<file path="src/rtl/multicycle_ctrl_fsm_if.sv">
// Control/status bundle between the multi-cycle control FSM and the shared datapath.
// The FSM sits on the master modport; the datapath and memory side use the slave modport.
interface multicycle_ctrl_fsm_if #(
  parameter int unsigned CNT_W = 32
);
  // Datapath / memory status into the FSM
  logic [6:0]       opcode;
  logic [2:0]       funct3;
  logic             alu_zero;
  logic             alu_lt;
  logic             alu_ltu;
  logic             mem_ready;

  // Control out of the FSM
  logic             mem_req;
  logic             mem_we;
  logic             adr_src;
  logic             ir_write;
  logic             pc_write;
  logic             reg_write;
  logic [1:0]       alu_src_a;
  logic [1:0]       alu_src_b;
  logic [1:0]       result_src;
  logic [2:0]       imm_src;
  logic [1:0]       alu_op;
  logic             is_imm;
  logic [3:0]       state_o;
  logic             halted;
  logic             illegal;
  logic [CNT_W-1:0] retired;

  modport master (
    input  opcode, funct3, alu_zero, alu_lt, alu_ltu, mem_ready,
    output mem_req, mem_we, adr_src, ir_write, pc_write, reg_write,
    output alu_src_a, alu_src_b, result_src, imm_src, alu_op, is_imm,
    output state_o, halted, illegal, retired
  );

  modport slave (
    output opcode, funct3, alu_zero, alu_lt, alu_ltu, mem_ready,
    input  mem_req, mem_we, adr_src, ir_write, pc_write, reg_write,
    input  alu_src_a, alu_src_b, result_src, imm_src, alu_op, is_imm,
    input  state_o, halted, illegal, retired
  );
endinterface

</file>
<file path="src/rtl/multicycle_ctrl_fsm.sv">
// Main control FSM of the multi-cycle RV32I core: sequences fetch/decode/execute/memory/writeback
// over the shared datapath, counts retired instructions and traps on illegal opcodes.
module multicycle_ctrl_fsm #(
  parameter int unsigned CNT_W = 32
) (
  input  logic                   clk,
  input  logic                   rst_n,
  multicycle_ctrl_fsm_if.master  io_ctrl
);

  typedef enum logic [3:0] {
    StFetch  = 4'd0,
    StDecode = 4'd1,
    StMemAdr = 4'd2,
    StMemRd  = 4'd3,
    StMemWb  = 4'd4,
    StMemWr  = 4'd5,
    StExecR  = 4'd6,
    StExecI  = 4'd7,
    StAluWb  = 4'd8,
    StBranch = 4'd9,
    StJal    = 4'd10,
    StJalr   = 4'd11,
    StExecU  = 4'd12,
    StHalt   = 4'd13,
    StTrap   = 4'd14
  } state_e;

  localparam logic [6:0] OpLoad   = 7'b0000011;
  localparam logic [6:0] OpStore  = 7'b0100011;
  localparam logic [6:0] OpReg    = 7'b0110011;
  localparam logic [6:0] OpImm    = 7'b0010011;
  localparam logic [6:0] OpBranch = 7'b1100011;
  localparam logic [6:0] OpJal    = 7'b1101111;
  localparam logic [6:0] OpJalr   = 7'b1100111;
  localparam logic [6:0] OpLui    = 7'b0110111;
  localparam logic [6:0] OpAuipc  = 7'b0010111;
  localparam logic [6:0] OpSystem = 7'b1110011;

  state_e           r_state;
  state_e           w_state_nxt;
  logic [CNT_W-1:0] r_retired;
  logic             r_halted;
  logic             r_illegal;
  logic             w_taken;
  logic             w_retire;

  // Branch condition evaluated from the SUB flags of the current cycle
  always_comb begin
    w_taken = 1'b0;
    unique case (io_ctrl.funct3)
      3'b000:  w_taken = io_ctrl.alu_zero;
      3'b001:  w_taken = ~io_ctrl.alu_zero;
      3'b100:  w_taken = io_ctrl.alu_lt;
      3'b101:  w_taken = ~io_ctrl.alu_lt;
      3'b110:  w_taken = io_ctrl.alu_ltu;
      3'b111:  w_taken = ~io_ctrl.alu_ltu;
      default: w_taken = 1'b0;
    endcase
  end

  assign w_retire = (r_state != StFetch) && (w_state_nxt == StFetch);

  always_ff @(posedge clk) begin
    if (!rst_n) begin
      r_state   <= StFetch;
      r_retired <= '0;
      r_halted  <= 1'b0;
      r_illegal <= 1'b0;
    end else begin
      r_state <= w_state_nxt;
      if (w_retire) begin
        r_retired <= r_retired + 1'b1;
      end
      // Set together with the state change so the flags line up with state_o
      if (w_state_nxt == StHalt || w_state_nxt == StTrap) begin
        r_halted <= 1'b1;
      end
      if (w_state_nxt == StTrap) begin
        r_illegal <= 1'b1;
      end
    end
  end

  always_comb begin
    w_state_nxt = r_state;
    unique case (r_state)
      StFetch: begin
        if (io_ctrl.mem_ready) begin
          w_state_nxt = StDecode;
        end
      end
      StDecode: begin
        unique case (io_ctrl.opcode)
          OpLoad, OpStore: w_state_nxt = StMemAdr;
          OpReg:           w_state_nxt = StExecR;
          OpImm:           w_state_nxt = StExecI;
          OpBranch:        w_state_nxt = StBranch;
          OpJal:           w_state_nxt = StJal;
          OpJalr:          w_state_nxt = StJalr;
          OpLui, OpAuipc:  w_state_nxt = StExecU;
          OpSystem:        w_state_nxt = StHalt;
          default:         w_state_nxt = StTrap;
        endcase
      end
      StMemAdr: w_state_nxt = io_ctrl.opcode[5] ? StMemWr : StMemRd;
      StMemRd: begin
        if (io_ctrl.mem_ready) begin
          w_state_nxt = StMemWb;
        end
      end
      StMemWb: w_state_nxt = StFetch;
      StMemWr: begin
        if (io_ctrl.mem_ready) begin
          w_state_nxt = StFetch;
        end
      end
      StExecR, StExecI, StExecU: w_state_nxt = StAluWb;
      StAluWb: w_state_nxt = StFetch;
      // funct3 010/011 are not branch encodings
      StBranch: w_state_nxt = (io_ctrl.funct3[2:1] == 2'b01) ? StTrap : StFetch;
      StJal:    w_state_nxt = StAluWb;
      // JALR leaves its target in ALUOut, then shares the JAL commit cycle
      StJalr:   w_state_nxt = StJal;
      StHalt:   w_state_nxt = StHalt;
      StTrap:   w_state_nxt = StTrap;
      default:  w_state_nxt = StTrap;
    endcase
  end

  always_comb begin
    io_ctrl.mem_req    = 1'b0;
    io_ctrl.mem_we     = 1'b0;
    io_ctrl.adr_src    = 1'b0;
    io_ctrl.ir_write   = 1'b0;
    io_ctrl.pc_write   = 1'b0;
    io_ctrl.reg_write  = 1'b0;
    io_ctrl.alu_src_a  = 2'b00;
    io_ctrl.alu_src_b  = 2'b00;
    io_ctrl.result_src = 2'b00;
    io_ctrl.alu_op     = 2'b00;
    io_ctrl.is_imm     = 1'b0;
    unique case (r_state)
      StFetch: begin
        io_ctrl.mem_req = 1'b1;
        if (io_ctrl.mem_ready) begin
          io_ctrl.ir_write   = 1'b1;
          io_ctrl.pc_write   = 1'b1;
          io_ctrl.alu_src_b  = 2'b10;
          io_ctrl.result_src = 2'b10;
        end
      end
      StDecode: begin
        io_ctrl.alu_src_a = 2'b01;
        io_ctrl.alu_src_b = 2'b01;
      end
      StMemAdr: begin
        io_ctrl.alu_src_a = 2'b10;
        io_ctrl.alu_src_b = 2'b01;
      end
      StMemRd: begin
        io_ctrl.mem_req = 1'b1;
        io_ctrl.adr_src = 1'b1;
      end
      StMemWb: begin
        io_ctrl.result_src = 2'b01;
        io_ctrl.reg_write  = 1'b1;
      end
      StMemWr: begin
        io_ctrl.mem_req = 1'b1;
        io_ctrl.mem_we  = 1'b1;
        io_ctrl.adr_src = 1'b1;
      end
      StExecR: begin
        io_ctrl.alu_src_a = 2'b10;
        io_ctrl.alu_op    = 2'b10;
      end
      StExecI: begin
        io_ctrl.alu_src_a = 2'b10;
        io_ctrl.alu_src_b = 2'b01;
        io_ctrl.alu_op    = 2'b11;
        io_ctrl.is_imm    = 1'b1;
      end
      StAluWb: io_ctrl.reg_write = 1'b1;
      StBranch: begin
        io_ctrl.alu_src_a = 2'b10;
        io_ctrl.alu_op    = 2'b01;
        io_ctrl.pc_write  = w_taken;
      end
      StJal: begin
        io_ctrl.alu_src_a = 2'b01;
        io_ctrl.alu_src_b = 2'b10;
        io_ctrl.pc_write  = 1'b1;
      end
      StJalr: begin
        io_ctrl.alu_src_a = 2'b10;
        io_ctrl.alu_src_b = 2'b01;
      end
      StExecU: begin
        // LUI keeps A at 00; the datapath zeroes that operand for LUI
        io_ctrl.alu_src_a = io_ctrl.opcode[5] ? 2'b00 : 2'b01;
        io_ctrl.alu_src_b = 2'b01;
      end
      StHalt, StTrap: ;
      default: ;
    endcase
  end

  always_comb begin
    io_ctrl.imm_src = 3'b000;
    unique case (io_ctrl.opcode)
      OpStore:        io_ctrl.imm_src = 3'b001;
      OpBranch:       io_ctrl.imm_src = 3'b010;
      OpLui, OpAuipc: io_ctrl.imm_src = 3'b011;
      OpJal:          io_ctrl.imm_src = 3'b100;
      default:        io_ctrl.imm_src = 3'b000;
    endcase
  end

  assign io_ctrl.state_o = r_state;
  assign io_ctrl.halted  = r_halted;
  assign io_ctrl.illegal = r_illegal;
  assign io_ctrl.retired = r_retired;

endmodule

</file>
<file path="src/flat_wrapper.sv">
// flat-port wrapper written by rule: the top's interface ports become plain ports
module multicycle_ctrl_fsm_flat 
#(
  parameter int unsigned CNT_W = 32
)
  (clk, rst_n, io_ctrl_opcode, io_ctrl_funct3, io_ctrl_alu_zero, io_ctrl_alu_lt, io_ctrl_alu_ltu, io_ctrl_mem_ready, io_ctrl_mem_req, io_ctrl_mem_we, io_ctrl_adr_src, io_ctrl_ir_write, io_ctrl_pc_write, io_ctrl_reg_write, io_ctrl_alu_src_a, io_ctrl_alu_src_b, io_ctrl_result_src, io_ctrl_imm_src, io_ctrl_alu_op, io_ctrl_is_imm, io_ctrl_state_o, io_ctrl_halted, io_ctrl_illegal, io_ctrl_retired);
  multicycle_ctrl_fsm_if #(.CNT_W(CNT_W)) io_ctrl_i ();
  input  logic clk;
  input  logic rst_n;
  input wire logic [$bits(io_ctrl_i.opcode)-1:0] io_ctrl_opcode;
  input wire logic [$bits(io_ctrl_i.funct3)-1:0] io_ctrl_funct3;
  input wire logic [$bits(io_ctrl_i.alu_zero)-1:0] io_ctrl_alu_zero;
  input wire logic [$bits(io_ctrl_i.alu_lt)-1:0] io_ctrl_alu_lt;
  input wire logic [$bits(io_ctrl_i.alu_ltu)-1:0] io_ctrl_alu_ltu;
  input wire logic [$bits(io_ctrl_i.mem_ready)-1:0] io_ctrl_mem_ready;
  output wire logic [$bits(io_ctrl_i.mem_req)-1:0] io_ctrl_mem_req;
  output wire logic [$bits(io_ctrl_i.mem_we)-1:0] io_ctrl_mem_we;
  output wire logic [$bits(io_ctrl_i.adr_src)-1:0] io_ctrl_adr_src;
  output wire logic [$bits(io_ctrl_i.ir_write)-1:0] io_ctrl_ir_write;
  output wire logic [$bits(io_ctrl_i.pc_write)-1:0] io_ctrl_pc_write;
  output wire logic [$bits(io_ctrl_i.reg_write)-1:0] io_ctrl_reg_write;
  output wire logic [$bits(io_ctrl_i.alu_src_a)-1:0] io_ctrl_alu_src_a;
  output wire logic [$bits(io_ctrl_i.alu_src_b)-1:0] io_ctrl_alu_src_b;
  output wire logic [$bits(io_ctrl_i.result_src)-1:0] io_ctrl_result_src;
  output wire logic [$bits(io_ctrl_i.imm_src)-1:0] io_ctrl_imm_src;
  output wire logic [$bits(io_ctrl_i.alu_op)-1:0] io_ctrl_alu_op;
  output wire logic [$bits(io_ctrl_i.is_imm)-1:0] io_ctrl_is_imm;
  output wire logic [$bits(io_ctrl_i.state_o)-1:0] io_ctrl_state_o;
  output wire logic [$bits(io_ctrl_i.halted)-1:0] io_ctrl_halted;
  output wire logic [$bits(io_ctrl_i.illegal)-1:0] io_ctrl_illegal;
  output wire logic [$bits(io_ctrl_i.retired)-1:0] io_ctrl_retired;
  assign io_ctrl_i.opcode = io_ctrl_opcode;
  assign io_ctrl_i.funct3 = io_ctrl_funct3;
  assign io_ctrl_i.alu_zero = io_ctrl_alu_zero;
  assign io_ctrl_i.alu_lt = io_ctrl_alu_lt;
  assign io_ctrl_i.alu_ltu = io_ctrl_alu_ltu;
  assign io_ctrl_i.mem_ready = io_ctrl_mem_ready;
  assign io_ctrl_mem_req = io_ctrl_i.mem_req;
  assign io_ctrl_mem_we = io_ctrl_i.mem_we;
  assign io_ctrl_adr_src = io_ctrl_i.adr_src;
  assign io_ctrl_ir_write = io_ctrl_i.ir_write;
  assign io_ctrl_pc_write = io_ctrl_i.pc_write;
  assign io_ctrl_reg_write = io_ctrl_i.reg_write;
  assign io_ctrl_alu_src_a = io_ctrl_i.alu_src_a;
  assign io_ctrl_alu_src_b = io_ctrl_i.alu_src_b;
  assign io_ctrl_result_src = io_ctrl_i.result_src;
  assign io_ctrl_imm_src = io_ctrl_i.imm_src;
  assign io_ctrl_alu_op = io_ctrl_i.alu_op;
  assign io_ctrl_is_imm = io_ctrl_i.is_imm;
  assign io_ctrl_state_o = io_ctrl_i.state_o;
  assign io_ctrl_halted = io_ctrl_i.halted;
  assign io_ctrl_illegal = io_ctrl_i.illegal;
  assign io_ctrl_retired = io_ctrl_i.retired;
  multicycle_ctrl_fsm #(.CNT_W(CNT_W)) u_core (.clk(clk), .rst_n(rst_n), .io_ctrl(io_ctrl_i));
endmodule
</file>
<file path="config.mk">
export PLATFORM = sky130hd
export DESIGN_NAME = multicycle_ctrl_fsm_flat
export DESIGN_NICKNAME = d
export VERILOG_FILES = /design/src/rtl/multicycle_ctrl_fsm_if.sv /design/src/rtl/multicycle_ctrl_fsm.sv /design/src/flat_wrapper.sv
export SDC_FILE = /design/constraint.sdc
export NUM_CORES = 1
export LEC_CHECK = 0
export CAP_MARGIN = 20
export CORE_MARGIN = 2
export CORE_UTILIZATION = 30
export DETAILED_ROUTE_END_ITERATION = 7
export PLACE_DENSITY = 0.65
export SLEW_MARGIN = 10
export SYNTH_ARGS = -nofsm -noshare
export SYNTH_HDL_FRONTEND = slang
export SYNTH_SLANG_ARGS = --single-unit
</file>
<file path="constraint.sdc">
create_clock -name clk -period 2.5 [get_ports clk]
set_clock_uncertainty 0.05 [all_clocks]
set_input_delay 0.5 -clock clk [delete_from_list [all_inputs] [get_ports clk]]
set_output_delay 0.5 -clock clk [all_outputs]
set_load 0.02 [all_outputs]
</file>
==> results.md <==
- Die height: 93.1 um
- Routed vias/inst: 5.09
- Clk sinks: 38
- Drt pass-1 iters: 4
- Top-area cell type share of the netlist area: 32.0%
- FF+latch count, synth: 38
- Initial antenna violation count: 0
- # setup viols final: 0
- Fin. Hold Viols: 0
- Post-synthesis average cell area: 7.60 um2
- Slew HR: 74.3%
- CTS tree: done
- Number of antenna diodes: 0
- # port buffers: 71
- Nets: 439
- Syn nets: 330
- Slew Viols, Final: 0
- CTS Buf Count: 5
- Reg2reg start: u_core.io_ctrl.state_o[0]
- Starting density of the core: 31.0%
- GRT Overall Usage: 16.3%
- NetSw: 623 uW
- Gate power share: 41.0%
- Worst hold endpoint: u_core.io_ctrl.halted
- Sequential Power Share: 36.7%
- Area after DPL: 0.00348 mm2
- GPL Wtd Cong: 0.844
- Setup crit start kind: flop
- Placed cells: 515
- Crit end category: primary output
- Total power after layout: 1780 uW
- Critical path cell sequence: buf_4, nand2_1, nor2_1, clkdlybuf4s50_1
- Hold Path Class: flop to flop
- Leakage power: 0.00137 uW
- Post-DRT Antenna Nets: 0
- Detailed Place HPWL: 5280 um
- Most common cell in the synthesized netlist: dfxtp_1
- Run status: complete, no violations
- Distinct cells, synth: 52
- Cell Int Power: 1160 uW
- Share of layout cells above drive strength 1: 18.5%
- Final Cycle Share: 95.5%
- Buf/Inv on CP: 2
- Family with the most delay on the worst path: buffers and inverters
- Die width: 93.1 um
- Mapped Cells: 313
- Largest net degree at the start of global routing: 20
- R2r endpoint: u_core.io_ctrl.retired[22]
- CP max FO: 15
- Die ar.: 0.00866 mm2
- PD cells: 491 mW/mm2
- Worst path max stage delay: 620 ps
- Vias after detailed routing: 2666
- Remaining global-route overflow: 0
- Synth top cells by count: 38 x dfxtp_1, 29 x nor2_1, 27 x nand2_1
- Most used DFF post-synth: dfxtp_1
- Row count: 32
- Synthesis Warnings: 0
- EDFF count, synth: 0
- Initial drt markers: 157
- WHS Path Cells: 2
- Post-Syn Area: 0.00238 mm2
- Switching Share: 35.0%
- Vias in the first global route: 2556
- Crit path DAT: 1840 ps
- Min Tclk post-route: 2390 ps
- Peak VDD IR: 0.000299 V
- CP max stage cell: clkdlybuf4s50_1
- Area grow syn2layout: 52.4%
- Flop2flop setup slack: 130 ps
- Clk root buf: clkbuf_8
- H-tree depth: 2
- First-pass GRT wire length: 11700 um
- WL final: 6900 um
- Worst Reg-to-Reg Cells: 9
- Crit path kind: flop to primary output
- Clock tree buffer depth: 2
- Share of power burned in the clock network: 22.3%
- Reg clk slew, reported paths: 70 ps
- Max_cap viols: 0
- Hold Startpoint: u_core.io_ctrl.halted
- Drt drc: 0
- DR WL/cell: 13.2 um
- Worst Max-Slew Pin Slew: 385 ps
- I/O pins: 72
- Worst Path Required: 1950 ps
- Core ar.: 0.00769 mm2
- Register area share after synthesis: 32.0%
- Final Instance Area: 0.00363 mm2
- Layout Cells excl Fill: 524
- Leading area contributor after synthesis: dfxtp_1
- Asr flop ratio synth: 0%
- Largest cells by area after synthesis: dfxtp_1 32%, a21oi_1 5.0%, nor2_1 4.6%
- Max Clock Freq: 0.419 GHz
- Clock Latency Late Sink: 280 ps
worst max-delay path by stage:
stage,to,cells after the start,slack [ps],start
after CTS,u_core.io_ctrl.retired[23],9,5,io_ctrl_opcode[0]
after global routing,u_core.io_ctrl.retired[22],9,-10,u_core.io_ctrl.state_o[0]
after detailed placement,u_core.io_ctrl.retired[31],9,-450,io_ctrl_opcode[6]
after global placement,u_core.io_ctrl.retired[31],9,-440,io_ctrl_opcode[6]
final,io_ctrl_alu_op[1],4,110,u_core.io_ctrl.state_o[2]
after floorplan,u_core.io_ctrl.retired[24],9,120,io_ctrl_opcode[2]
worst register-to-register path: cells and delay by family (launching register included):
family | cells | cell delay [ps]
and+or+nand+nor | 4 | 950
AOI/OAI and AO/OA | 3 | 540
DFF | 1 | 440
buffers and inverters | 2 | 350
area by class of cell:
type	instances	area (um2)
inverters	13	48.8
clock buffers	5	68.8
fillers	765	4060
multi-input cells	245	1530
well taps	102	128
flip-flops and latches	38	763
clock inverters	2	10.0
repair buffers	119	1080
metrics by stage:
stage               hold WS, ps  setup WS (ps)  TNS, ps  utilization, %
CTS                         405           5.29        0            46.5
floorplan                   472            125        0               -
global route                436          -12.7    -25.4            47.2
detailed placement          394           -455   -10260            45.3
global placement            393           -436    -9100            45.3
finish                      398            114        0            47.2
power groups by stage:
stage	clock network (uW)	logic [uW]	registers, uW
6_report	397	730	654
5_1_grt	442	796	658
4_1_cts	408	727	654
3_5_place_dp	0	738	666
3_3_place_gp	0	731	667
2_1_floorplan	0	374	678
metal layers:
layer	GRT usage (%)	routed length [um]
met5	0	0
met4	5.02	81
met3	3.22	327
met2	27.2	3260
met1	21.1	3230
layout by cell type (no fill, tap or decap), types with 3 or more instances in the layout:
cell type / netlist / routed
a31oi_1: 3 / 3
or3_1: 15 / 14
xor2_1: 4 / 4
nor2_1: 29 / 28
nor3_1: 7 / 5
clkbuf_8: 0 / 5
and4_1: 4 / 3
and3_1: 7 / 7
dlymetal6s2s_1: 0 / 8
o21a_1: 3 / 3
xnor2_1: 6 / 6
inv_1: 12 / 12
nand4_1: 4 / 4
nor4_1: 4 / 4
a21oi_1: 24 / 24
nand3b_1: 5 / 5
dfxtp_1: 38 / 36
mux2i_1: 6 / 6
o21ai_0: 16 / 16
dlygate4sd2_1: 0 / 9
nand2_1: 27 / 27
nor3_2: 1 / 3
nand3_1: 19 / 19
nand4b_1: 4 / 4
o21ai_1: 11 / 11
clkdlybuf4s50_1: 0 / 49
o31ai_1: 4 / 4
buf_4: 0 / 46
nand2b_1: 9 / 8
or4_1: 4 / 4
state kept, by name, summed over array words and instances (netlist names):
register,count
u_core.io_ctrl.halted,1
u_core.io_ctrl.illegal,1
u_core.io_ctrl.retired,32
u_core.io_ctrl.state_o,4
logic make-up after synthesis:
| group | Yosys count | share of synthesized area [%] |
|---|---|---|
| simple gates | 149 | 34.9 |
| buf+inv | 30 | 5.62 |
| xor+xnor | 10 | 3.68 |
| compound gates | 79 | 20.8 |
| fa+ha+maj | 1 | 0.526 |
| mux | 6 | 2.52 |
| flops | 38 | 32.0 |
repair_timing:
item,CTS,global route
gates cloned,0,1
setup buffers,0,1
pin swaps,3,7
endpoints found under the setup margin,27,24
gates resized for setup,29,16
hold buffers,0,0
No activity file was read; power rests on OpenSTA's default activity.
